File: config.mk
export PLATFORM = sky130hd
export DESIGN_NAME = line_window_3x3
export DESIGN_NICKNAME = d
export VERILOG_FILES = /design/src/rtl/filter_pkg.sv /design/src/rtl/line_buffer.sv /design/src/rtl/line_window_3x3.sv
export SDC_FILE = /design/constraint.sdc
export NUM_CORES = 2
export LEC_CHECK = 0
export CORE_MARGIN = 5
export CORE_UTILIZATION = 24
export CTS_BUF_LIST = sky130_fd_sc_hd__clkbuf_2
export DETAILED_ROUTE_END_ITERATION = 7
export PLACE_DENSITY = 0.34
export RECOVER_POWER = 25
export REMOVE_ABC_BUFFERS = 1
export SETUP_SLACK_MARGIN = 0.2
export SLEW_MARGIN = 20
export SYNTH_ARGS = -nofsm -noshare
export SYNTH_HDL_FRONTEND = slang
export SYNTH_SLANG_ARGS = --single-unit
File: constraint.sdc
create_clock -name clk -period 12.5 [get_ports clk]
set_input_delay 2.5 -clock clk [delete_from_list [all_inputs] [get_ports clk]]
set_output_delay 2.5 -clock clk [all_outputs]
set_load 0.02 [all_outputs]
File: src/rtl/filter_pkg.sv
// Shared constants for the 3x3 filter front end: default pixel width and window indexing.
package filter_pkg;

  localparam int unsigned DATA_W_DEF = 8;
  localparam int unsigned WIN_DIM    = 3;
  localparam int unsigned WIN_SIZE   = WIN_DIM * WIN_DIM;

  // 1-based, row-major from the top-left tap
  localparam int unsigned WIN_TOP_LEFT = 1;
  localparam int unsigned WIN_CENTRE   = 5;
  localparam int unsigned WIN_BOT_RIGHT = 9;

endpackage

File: src/rtl/line_buffer.sv
// Single-port line store: synchronous write, combinational read at the same address.
module line_buffer #(
  parameter int unsigned DEPTH  = 256,
  parameter int unsigned DATA_W = 8,
  localparam int unsigned AW    = $clog2(DEPTH)
) (
  input  logic              clk,
  input  logic              we,
  input  logic [AW-1:0]     addr,
  input  logic [DATA_W-1:0] din,
  output logic [DATA_W-1:0] dout
);

  logic [DATA_W-1:0] mem [DEPTH];

  always_ff @(posedge clk) begin
    if (we) mem[addr] <= din;
  end

  assign dout = mem[addr];

endmodule

File: src/rtl/line_window_3x3.sv
// Raster-scan 3x3 sliding window generator with two line buffers.
// Optional frame_done output is enabled by defining FRAME_DONE_EN.
module line_window_3x3
  import filter_pkg::*;
#(
  parameter int unsigned IMG_W  = 256,
  parameter int unsigned IMG_H  = 256,
  parameter int unsigned DATA_W = DATA_W_DEF
) (
  input  logic              clk,
  input  logic              rst_n,
  input  logic [DATA_W-1:0] pix_in,
  input  logic              pix_valid,
  input  logic              sof,
  output logic [DATA_W-1:0] sw_pixel_1,
  output logic [DATA_W-1:0] sw_pixel_2,
  output logic [DATA_W-1:0] sw_pixel_3,
  output logic [DATA_W-1:0] sw_pixel_4,
  output logic [DATA_W-1:0] sw_pixel_5,
  output logic [DATA_W-1:0] sw_pixel_6,
  output logic [DATA_W-1:0] sw_pixel_7,
  output logic [DATA_W-1:0] sw_pixel_8,
  output logic [DATA_W-1:0] sw_pixel_9,
  output logic              act
`ifdef FRAME_DONE_EN
  ,
  output logic              frame_done
`endif
);

  localparam int unsigned CW = $clog2(IMG_W);
  localparam int unsigned RW = $clog2(IMG_H);

  logic [CW-1:0]     col_q, col_d, pos_c;
  logic [RW-1:0]     row_q, row_d, pos_r;
  logic [DATA_W-1:0] win_q [WIN_SIZE];
  logic [DATA_W-1:0] win_d [WIN_SIZE];
  logic [DATA_W-1:0] sw_q  [WIN_SIZE];
  logic [DATA_W-1:0] sw_d  [WIN_SIZE];
  logic              act_q, act_d;
  logic [DATA_W-1:0] lb0_dout, lb1_dout;
`ifdef FRAME_DONE_EN
  logic              fd_q, fd_d;
`endif

  // LB0 holds the previous row; LB1 takes LB0's old value, i.e. two rows back
  line_buffer #(.DEPTH(IMG_W), .DATA_W(DATA_W)) u_lb0 (
    .clk  (clk),
    .we   (pix_valid),
    .addr (pos_c),
    .din  (pix_in),
    .dout (lb0_dout)
  );

  line_buffer #(.DEPTH(IMG_W), .DATA_W(DATA_W)) u_lb1 (
    .clk  (clk),
    .we   (pix_valid),
    .addr (pos_c),
    .din  (lb0_dout),
    .dout (lb1_dout)
  );

  always_comb begin
    pos_c = col_q;
    pos_r = row_q;
    col_d = col_q;
    row_d = row_q;
    win_d = win_q;
    sw_d  = sw_q;
    act_d = 1'b0;
`ifdef FRAME_DONE_EN
    fd_d  = 1'b0;
`endif
    // sof forces the accepted pixel to the frame origin
    if (pix_valid && sof) begin
      pos_c = '0;
      pos_r = '0;
    end
    if (pix_valid) begin
      if (pos_c == CW'(IMG_W - 1)) begin
        col_d = '0;
        row_d = (pos_r == RW'(IMG_H - 1)) ? '0 : pos_r + RW'(1);
      end else begin
        col_d = pos_c + CW'(1);
        row_d = pos_r;
      end
      win_d[0] = win_q[1];
      win_d[1] = win_q[2];
      win_d[2] = lb1_dout;
      win_d[3] = win_q[4];
      win_d[4] = win_q[5];
      win_d[5] = lb0_dout;
      win_d[6] = win_q[7];
      win_d[7] = win_q[8];
      win_d[8] = pix_in;
      act_d = (pos_r >= RW'(2)) && (pos_c >= CW'(2));
      // Outputs only move when a valid window is presented
      if (act_d) sw_d = win_d;
`ifdef FRAME_DONE_EN
      fd_d = (pos_c == CW'(IMG_W - 1)) && (pos_r == RW'(IMG_H - 1));
`endif
    end
  end

  always_ff @(posedge clk or negedge rst_n) begin
    if (!rst_n) begin
      col_q <= '0;
      row_q <= '0;
      win_q <= '{default: '0};
      sw_q  <= '{default: '0};
      act_q <= 1'b0;
`ifdef FRAME_DONE_EN
      fd_q  <= 1'b0;
`endif
    end else begin
      col_q <= col_d;
      row_q <= row_d;
      win_q <= win_d;
      sw_q  <= sw_d;
      act_q <= act_d;
`ifdef FRAME_DONE_EN
      fd_q  <= fd_d;
`endif
    end
  end

  assign sw_pixel_1 = sw_q[WIN_TOP_LEFT - 1];
  assign sw_pixel_2 = sw_q[1];
  assign sw_pixel_3 = sw_q[2];
  assign sw_pixel_4 = sw_q[3];
  assign sw_pixel_5 = sw_q[WIN_CENTRE - 1];
  assign sw_pixel_6 = sw_q[5];
  assign sw_pixel_7 = sw_q[6];
  assign sw_pixel_8 = sw_q[7];
  assign sw_pixel_9 = sw_q[WIN_BOT_RIGHT - 1];
  assign act        = act_q;
`ifdef FRAME_DONE_EN
  assign frame_done = fd_q;
`endif

endmodule

==> results by group <==
Drt
  – Antenna Nets Post-Route: 0
  – Residual DRC: 3
  – Final wirelength: 774000 um
  – Vias: 110000
  – Vias/cell: 5.03
  – DRT iter0 DRCs: about 13000
  – DR WL/cell: roughly 35 um
  – Drt pass-1 iters: 8

Floorplanning
  – Ports: 85
  – Placeable Area: just under 0.7 mm^2
  – Die Area: about 0.71 mm^2
  – Die Wd: 844 um
  – Die Y: between 800 and 900 um
  – Num rows: a little over 300
  – Initial core utilization: about a quarter

Yosys
  – Post-Synth XOR/XNOR Area: 0.0263%
  – Post-synth top flop: edfxtp_1
  – Simple-Gate Fraction of Synth Area: around 6.3%
  – Asr flop ratio synth: ~3.2%
  – Synth warn: 0
  – Synthesized area per cell: 15.7 um^2
  – Main combinational cell family by area after synthesis: compound AO/OA/AOI/OAI gates
  – Synth cell types: 91
  – Post-synthesis sequential area ratio: about three quarters
  – Synth Instances: 10600
  – Yosys reg bits: approximately 4200
  – Synth Area in Compound Gates: around a tenth
  – EDFF count, synth: just over 4000
  – Area share of fa/ha/maj cells after synthesis: less than 1%
  – Post-synthesis mux area share: roughly 5.6%
  – Cell area after synthesis: around 0.17 mm^2

Timing
  – TNS Setup: 0 ns
  – Final hold vios: 0
  – Tcrit/Tclk final: 79.3%
  – Min Clock Period, post-route: 9.92 ns
  – Worst-Margin Slew: ~5.3 ns
  – Slew HR: -254%
  – Worst Skew: ~0.29 ns
  – Fmax: 0.101 GHz
  – Slew Viols, Final: ~2000
  – RSZ-0062 raised after global routing: false
  – Final setup fails: 0

Cells and area
  – Share of layout cells above drive strength 1: about a quarter
  – Most common cell after layout, fill and taps aside: edfxtp_1
  – Finished Layout Cells: roughly 22000
  – Most frequent cells in the layout: edfxtp_1 (4096), clkbuf_2 (1792), nand2_1 (933)
  – Syn-to-layout area delta: 15.3%
  – Nets: about 12000

Global routing
  – Initial antenna violation count: 82
  – Largest net degree at the start of global routing: 160
  – Vias in the first global route: ~110k
  – Total grt overflow: 0
  – All-layer global routing usage: 21.1%
  – First-pass GRT wire length: 1020000 um

Clock network
  – CTS tree: done
  – Clk slew on worst S/H paths: around 0.090 ns
  – Post-CTS Resized: 0
  – Clock root cell: clkbuf_2
  – CTS Buffer Depth: 5
  – Cts bufs inserted: around 1200
  – H-tree depth: 7
  – Clk sinks: between 4000 and 5000
  – Worst skew pair latency: 2.58 ns

Pwr
  – Pleak: approximately 0.064 uW
  – Worst vdd ir: between 0.15 and 0.2 mV
  – P per Cell Area: about 170 mW/mm^2

Outcome
  – Status: finished with violations
  – Failing checks: DRC, capacitance limit, slew limit

Flow run
  – MaxCap Viol Count: 36

Placement
  – Port bufs: 84
  – DP HPWL: about 460000 um
  – Final Wtd Congestion: 0.819
  – Number of placed cells counting well taps: slightly below 20000

Worst setup path
  – Peak fanout along the critical path: 71
  – Worst Setup End Kind: flop
  – Worst EP arrival: 11.46 ns
  – Critical path startpoint category: input pin
  – Worst EP required: roughly 14 ns
  – Crit path kind: in2reg

Worst hold path
  – Hold Path Class: reg2reg
## final cells by class
cell class,count,area [um^2]
Timing Repair Buffer,644,5430
Multi-Input combinational cell,5552,38400
Fill cell,70900,501000
Antenna cell,67,168
Sequential cell,4233,126000
Clock buffer,1792,8970
Clock inverter,278,1200
Inverter,19,154
Tap cell,9240,11600
## path summary, 6_finish.rpt
kind | from | cells after the start | slack [ns] | end
max reg2reg | col_q[0] | 12 | 4.94 | u_lb1.mem[37][3]
max | pix_in[7] | 3 | 2.58 | u_lb0.mem[202][7]
min reg2reg | win_q[15] | 2 | 0.43 | sw_pixel_7[7]
max in group asynchronous | rst_n | 3 | 4.90 | win_q[48]
min | win_q[15] | 2 | 0.43 | sw_pixel_7[7]
min in group asynchronous | rst_n | 2 | 1.62 | sw_pixel_2[6]
## per-stage QoR
stage | total power, uW | hold slack [ns] | cell area (um^2) | setup WS (ns) | utilization (%)
6_report | 33300 | 0.427 | 192000 | 2.58 | 27.7
5_1_grt | 34700 | 0.218 | 192000 | 2.53 | 27.7
4_1_cts | 33800 | 0.000773 | 192000 | 5.05 | 27.7
3_5_place_dp | 23700 | 0.454 | 182000 | 3.03 | 26.3
3_3_place_gp | 23600 | 0.450 | 182000 | 2.52 | 26.2
2_1_floorplan | 21500 | 0.435 | 163000 | -54.92 | -
## worst max-delay path, cell delays in order
cell      delay, ns
clkbuf_1       2.77
clkbuf_1       2.46
clkbuf_1       3.20
## synth_stat cells, types with 137 or more instances
| library cell | number | area [um^2] |
|---|---|---|
| o21ai_0 | 247 | 1240 |
| nand3_1 | 165 | 826 |
| nand2b_1 | 147 | 920 |
| a221oi_1 | 187 | 1640 |
| clkbuf_1 | 251 | 942 |
| a31oi_1 | 141 | 882 |
| a211oi_1 | 267 | 2000 |
| mux2_2 | 162 | 1820 |
| dfrtp_1 | 137 | 3430 |
| buf_2 | 386 | 1930 |
| mux2i_1 | 620 | 6210 |
| a21oi_1 | 447 | 2240 |
| nor2_1 | 645 | 2420 |
| nand2_1 | 945 | 3550 |
| edfxtp_1 | 4096 | 123000 |
| o22ai_1 | 253 | 1580 |
## repair_timing
action,CTS,global route
hold buffers,2,0
buffers inserted,0,0
hold endpoints to repair,35,0
## flip-flops by register name, summed over array words and instances (netlist names)
name and count:
sw_pixel_1 8, col_q 8, sw_pixel_2 8, row_q 8, act 1, sw_pixel_3 8, sw_pixel_9 8, sw_pixel_8 8
sw_pixel_5 8, win_q 48, u_lb1.mem 2048, sw_pixel_6 8, u_lb0.mem 2048, sw_pixel_7 8, sw_pixel_4 8
## per-layer routing
layer  global-route usage (%)  share of wire (%)  vias up  wire length (um)
li1                         -                  -    45000                 -
met1                     28.4                 43    58500            336000
met3                     4.30                6.6     1160             50800
met5                        0             0.0079        -                61
met4                     7.91                3.7        8             28700
met2                     33.6                 46     5018            358000
## report_power, final
| part | internal, uW | switching [uW] |
|---|---|---|
| combinational | 1210 | 5200 |
| clock | 3890 | 6180 |
| sequential | 16800 | 115 |
| total | 21900 | 11500 |
## cell families (layout without fill, tap and decap cells)
| family | Yosys count | count (layout) |
|---|---|---|
| buffers and inverters | 812 | 2733 |
| AND/OR/NAND/NOR | 2335 | 2335 |
| XOR/XNOR | 5 | 5 |
| multiplexers | 837 | 837 |
| AO/OA/AOI/OAI | 2371 | 2371 |
| adder cells (fa/ha/maj) | 4 | 4 |
| other | 0 | 67 |
| flip-flops | 4233 | 4233 |
Power figures use the tool's default switching activity.
